### config.mk
export PLATFORM = sky130hd
export DESIGN_NAME = mem_bist_controller
export DESIGN_NICKNAME = d
export VERILOG_FILES = /design/src/rtl/mem_bist_pkg.sv /design/src/rtl/mem_bist_addr_gen.sv /design/src/rtl/mem_bist_controller.sv
export SDC_FILE = /design/constraint.sdc
export NUM_CORES = 1
export LEC_CHECK = 0
export CAP_MARGIN = 20
export CELL_PAD_IN_SITES_DETAIL_PLACEMENT = 0
export CELL_PAD_IN_SITES_GLOBAL_PLACEMENT = 1
export CORE_MARGIN = 2
export CORE_UTILIZATION = 30
export CTS_CLUSTER_DIAMETER = 200
export DETAILED_ROUTE_END_ITERATION = 8
export GPL_ROUTABILITY_DRIVEN = 1
export PLACE_DENSITY = 0.8
export RECOVER_POWER = 50
export SYNTH_ARGS = -nofsm -noshare
export SYNTH_HDL_FRONTEND = slang
export SYNTH_SLANG_ARGS = --single-unit
### constraint.sdc
create_clock -name clk -period 2.1 [get_ports clk]
set_input_delay 0.42 -clock clk [delete_from_list [all_inputs] [get_ports clk]]
set_output_delay 0.42 -clock clk [all_outputs]
set_load 0.005 [all_outputs]
### src/rtl/mem_bist_pkg.sv
// Shared types and March C- element tables for the SRAM BIST controller.
package mem_bist_pkg;

  typedef enum logic [1:0] {
    ST_IDLE = 2'd0,
    ST_RUN  = 2'd1,
    ST_DONE = 2'd2
  } state_t;

  typedef logic [2:0] elem_t;

  localparam elem_t E0 = 3'd0;
  localparam elem_t E1 = 3'd1;
  localparam elem_t E2 = 3'd2;
  localparam elem_t E3 = 3'd3;
  localparam elem_t E4 = 3'd4;
  localparam elem_t E5 = 3'd5;

  // Operations issued per address: E0 is write-only, E5 read-only, the rest read then write.
  function automatic logic [1:0] elem_ops(elem_t e);
    return ((e == E0) || (e == E5)) ? 2'd1 : 2'd2;
  endfunction

  function automatic logic elem_down(elem_t e);
    return (e == E3) || (e == E4);
  endfunction

  // 1 selects the inverted background ~BG0, 0 selects BG0.
  function automatic logic elem_rpat(elem_t e);
    return (e == E2) || (e == E4);
  endfunction

  function automatic logic elem_wpat(elem_t e);
    return (e == E1) || (e == E3);
  endfunction

endpackage

### src/rtl/mem_bist_addr_gen.sv
// Up/down SRAM address counter; load picks the start address for the direction.
module mem_bist_addr_gen #(
  parameter int ADDR_W = 11
) (
  input  logic              clk,
  input  logic              reset,
  input  logic              load,
  input  logic              load_down,
  input  logic              step,
  output logic [ADDR_W-1:0] addr,
  output logic              at_last
);

  localparam logic [ADDR_W-1:0] ONE = {{(ADDR_W-1){1'b0}}, 1'b1};

  logic down;

  always_ff @(posedge clk) begin
    if (reset) begin
      addr <= '0;
      down <= 1'b0;
    end else if (load) begin
      down <= load_down;
      addr <= load_down ? '1 : '0;
    end else if (step) begin
      addr <= down ? (addr - ONE) : (addr + ONE);
    end
  end

  assign at_last = down ? (addr == '0) : (addr == '1);

endmodule

### src/rtl/mem_bist_controller.sv
// March C- BIST initiator: drives a single-port SRAM one op per cycle, captures first mismatch.
module mem_bist_controller
  import mem_bist_pkg::*;
#(
  parameter int                ADDR_W = 11,
  parameter int                DATA_W = 8,
  parameter logic [DATA_W-1:0] BG0    = {DATA_W{1'b0}}
) (
  input  logic              clk,
  input  logic              reset,
  input  logic              start,
  output logic              busy,
  output logic              done,
  output logic              pass,
  output logic              fail,
  output logic [ADDR_W-1:0] fail_addr,
  output logic [DATA_W-1:0] fail_data,
  output logic [DATA_W-1:0] fail_exp,
  output logic              mem_we,
  output logic [ADDR_W-1:0] mem_addr,
  output logic [DATA_W-1:0] mem_wdata,
  input  logic [DATA_W-1:0] mem_rdata
);

  state_t            state, state_nxt;
  elem_t             elem;
  logic              phase;
  logic [DATA_W-1:0] exp_data, wr_data;
  logic              cur_read, mismatch, last_op, run_end, start_run, advance;
  logic              at_last, load, load_down, step;

  // elem/phase/mem_addr always describe the operation currently on the mem_* outputs.
  assign exp_data  = elem_rpat(elem) ? ~BG0 : BG0;
  assign wr_data   = elem_wpat(elem) ? ~BG0 : BG0;
  assign cur_read  = (elem != E0) && !phase;
  assign mismatch  = (state == ST_RUN) && cur_read && (mem_rdata != exp_data);
  assign last_op   = (elem_ops(elem) == 2'd1) || phase;
  assign run_end   = (state == ST_RUN) && last_op && at_last && (elem == E5);
  assign start_run = (state != ST_RUN) && start;
  assign advance   = (state == ST_RUN) && !mismatch && last_op;
  assign step      = advance && !at_last;
  assign load      = start_run || (advance && at_last && (elem != E5));
  assign load_down = start_run ? 1'b0 : elem_down(elem_t'(elem + 3'd1));

  mem_bist_addr_gen #(.ADDR_W(ADDR_W)) u_addr_gen (
    .clk      (clk),
    .reset    (reset),
    .load     (load),
    .load_down(load_down),
    .step     (step),
    .addr     (mem_addr),
    .at_last  (at_last)
  );

  always_ff @(posedge clk) begin
    if (reset) state <= ST_IDLE;
    else       state <= state_nxt;
  end

  always_comb begin
    state_nxt = state;
    case (state)
      ST_IDLE: if (start) state_nxt = ST_RUN;
      ST_RUN:  if (mismatch || run_end) state_nxt = ST_DONE;
      ST_DONE: if (start) state_nxt = ST_RUN;
      default: state_nxt = ST_IDLE;
    endcase
  end

  always_comb begin
    busy = (state == ST_RUN);
    done = (state == ST_DONE);
  end

  always_ff @(posedge clk) begin
    if (reset) begin
      elem      <= E0;
      phase     <= 1'b0;
      mem_we    <= 1'b0;
      mem_wdata <= '0;
      pass      <= 1'b0;
      fail      <= 1'b0;
      fail_addr <= '0;
      fail_data <= '0;
      fail_exp  <= '0;
    end else if (start_run) begin
      elem      <= E0;
      phase     <= 1'b0;
      mem_we    <= 1'b1;
      mem_wdata <= BG0;
      pass      <= 1'b0;
      fail      <= 1'b0;
      fail_addr <= '0;
      fail_data <= '0;
      fail_exp  <= '0;
    end else if (state == ST_RUN) begin
      if (mismatch) begin
        fail      <= 1'b1;
        fail_addr <= mem_addr;
        fail_data <= mem_rdata;
        fail_exp  <= exp_data;
        mem_we    <= 1'b0;
      end else if (run_end) begin
        pass   <= 1'b1;
        mem_we <= 1'b0;
      end else if (!last_op) begin
        phase     <= 1'b1;
        mem_we    <= 1'b1;
        mem_wdata <= wr_data;
      end else if (!at_last) begin
        phase     <= 1'b0;
        mem_we    <= (elem == E0);
        mem_wdata <= wr_data;
      end else begin
        // Every element after E0 opens with a read at its start address.
        elem   <= elem_t'(elem + 3'd1);
        phase  <= 1'b0;
        mem_we <= 1'b0;
      end
    end
  end

endmodule

==> run metrics, run 1 <==
pin count of the biggest net entering global routing 21; Tcrit/Tclk final 1.00; Hold Crit Endpoint fail$_SDFFE_PP0P_; Period minus WS final around 2100 ps; CTS clk-pin slew, worst paths around 90 ps; initial DRC count between 70 and 80; layout cells sized above 1 0.332; Worst R2R Path Depth 11; DIE AREA 8850 um^2; unrepaired setup endpoints after global routing true; Worst Hold Launch fail$_SDFFE_PP0P_; Die X between 90 and 100 um; slew margin rel. 0.751; Worst Path Max Fanout 6; ANT nets after route 0; clock root buffer clkbuf_8; DR DRC count 0; final hold violation count 0; YS warnings 0; Port Buffers slightly above 60; H-tree levels 2; flop2flop setup slack -2 ps; Mapped Cells approximately 270; CTS tree built; cts hold-fix bufs 0; drt first pass iters 4; Worst setup EP type flop; site row count 32; GRT Total Usage 0.164; Final WS setup -2.44 ps; Via Count ~2.4k; first-pass GRT wire length approximately 11000 um; slew at the pin with the worst max-slew slack 373 ps; endpoints failing setup 1; die span in y 94.1 um; RePlAce Congestion 0.855; clk sinks between 40 and 50; number of global-route vias before repair 2371; critical setup path kind flop to flop; CORE AREA just under 8000 um^2; net count after synthesis 301; Detailed Place HPWL 5010 um; Area Overhead vs Synth 59.7%; Async SR Flop Fraction 0; reg-to-reg critical path startpoint elem[1]$_SDFFE_PP0P_; Worst EP required ~2300 ps; Clock Skew between 8 and 9 ps; critical path arrival about 2300 ps; fin nets ~410; initial antenna violation count 0; failing checks setup timing; Max-Cap Viols 0; vias per cell approximately 5; Yosys reg bits 42; Max Freq approximately 0.48 GHz; post-synthesis sequential area ratio 0.345; Hold Slack 449 ps; ys flop type dfxtp_1; GRT overflow 0; number of I/O pins between 60 and 70; Final Power approximately 1.9 mW; WHS Path Cells 2; Initial Util 0.312; FF-to-FF End u_addr_gen.addr[4]$_SDFFE_PP0P_; Final Max Tran Viols 0; status finished, violations left; commonest non-fill, non-tap cell in the layout buf_4; CP Launch Type flop; number of diodes 0; CTS Buffer Depth 2; Peak VDD IR 285 uV; clk_lat worst skew 300 ps; Netlist Area Pre-Place about 2400 um^2; Hold WC Path Type flop to flop; total power per unit cell area a little under 500 nW/um^2; P_leak roughly 1.7 nW; mean post-synth cell area between 8 and 9 um^2; most frequent cells in the layout 53 x buf_4, 40 x nor2_1, 34 x dfxtp_1, 31 x clkdlybuf4s50_1, 22 x dlygate4sd3_1; EDFF count, synth 0; Distinct cells, synth 48; Inserted Clock Buffers 5; WL/cell 14.7 um; Routed Wire Length between 7000 and 8000 um
==> worst max-delay path, cell delays in order (launching register included) <==
cell and delay (ps):
dfxtp_2 330, inv_1 50, buf_4 130, ha_2 180
and2_4 170, buf_4 150, a2111oi_4 270, buf_4 180
a21oi_4 50, buf_12 160, a211oi_2 240, nor3_1 70
==> per-layer routing <==
layer	part of all wire	up-vias	wire length (um)	global-route usage
met5	0	-	0	0
met3	0.046	4	328	0.0321
met2	0.49	61	3430	0.273
met1	0.46	1127	3230	0.206
li1	-	1185	-	-
met4	0.012	0	82	0.0652
==> sequential cells by signal (all words and copies together) (netlist names) <==
signal           count
fail_addr           11
u_addr_gen.down      1
mem_we               1
state                2
fail                 1
phase                1
mem_wdata            1
elem                 3
u_addr_gen.addr     11
fail_data            8
pass                 1
fail_exp             1
==> worst max path at each step <==
stage / depth (start not counted) / slack, ps / to / from
after global placement: 7 / -570 / u_addr_gen.addr[7]$_SDFFE_PP0P_ / mem_rdata[7]
after CTS: 7 / 1 / u_addr_gen.addr[3]$_SDFFE_PP0P_ / mem_rdata[2]
after floorplan: 9 / 10 / u_addr_gen.addr[9]$_SDFFE_PP0P_ / elem[0]$_SDFFE_PP0P_
after detailed placement: 7 / -610 / u_addr_gen.addr[10]$_SDFFE_PP0P_ / mem_rdata[7]
final: 11 / -2 / u_addr_gen.addr[4]$_SDFFE_PP0P_ / elem[1]$_SDFFE_PP0P_
after global routing: 11 / -120 / u_addr_gen.addr[4]$_SDFFE_PP0P_ / elem[1]$_SDFFE_PP0P_
==> synth_stat cells (all sizes together), types with 2 or more instances <==
cell	instances	area (um^2)
nand2b	5	31.3
mux2i	21	210
inv	12	45.0
nand2	10	37.5
dfxtp	42	841
buf	20	143
a31oi	3	18.8
a21oi	14	70.1
clkbuf	4	15.0
nand4	4	25.0
nand3	6	30.0
xnor2	4	35.0
or4	2	15.0
or2	2	12.5
a211oi	20	175
o31ai	2	28.8
nor2b	3	18.8
o31a	2	17.5
xor2	4	35.0
nor3	10	50.1
nor2	43	164
ha	15	188
nor4	4	25.0
o21ai	4	20.0
==> cells by family (layout without fill, tap and decap cells) <==
kind of cell / after synthesis / in the layout / share of synthesized area
DFF: 42 / 42 / 0.345
muxes: 21 / 21 / 0.0863
buffers and inverters: 36 / 141 / 0.0832
adders and majority gates: 16 / 16 / 0.0853
and+or+nand+nor: 96 / 96 / 0.192
xor gates and xnor gates: 8 / 8 / 0.0288
AOI/OAI and AO/OA: 55 / 56 / 0.179
==> cell type report <==
class                      instances  area, um^2
clock inverter                     1        7.51
sequential                        42         863
inverter                          12        45.0
timing repair buffer             121        1140
tap                              102         128
clock buffer                       7        97.6
fill                             729        3920
multi-input combinational        197        1610
==> metrics by stage <==
step	instances	area (um^2)	TNS, ps	setup WS (ps)	utilization
after detailed placement	467	3490	-15140	-606	0.447
after global placement	467	3490	-14670	-568	0.447
final	482	3890	-2.44	-2.44	0.498
after CTS	481	3790	0	1.13	0.486
after global routing	482	3890	-733	-117	0.498
after floorplan	274	2470	0	13.3	-
==> where the power goes <==
group	total (mW)	switching (mW)	internal, mW	leakage (nW)
clock network	0.602	0.294	0.307	0.0496
registers	0.854	0.0291	0.825	0.346
logic	0.462	0.215	0.247	1.34
total	1.92	0.539	1.38	1.74
==> repair_timing <==
item	in CTS	in global routing
endpoints found under the setup margin	33	34
gates resized for setup	38	32
buffers inserted	4	3
pin swaps	13	19
gates cloned	2	1
Note: power is estimated with default switching activity, not from simulation.
==> inputs of run 2 (changes only) <==
- ABC_CLOCK_PERIOD_IN_PS: not set -> 2100
==> results of run 2 <==
No change in the layout: final DEF, timing and power equal those of run 1.
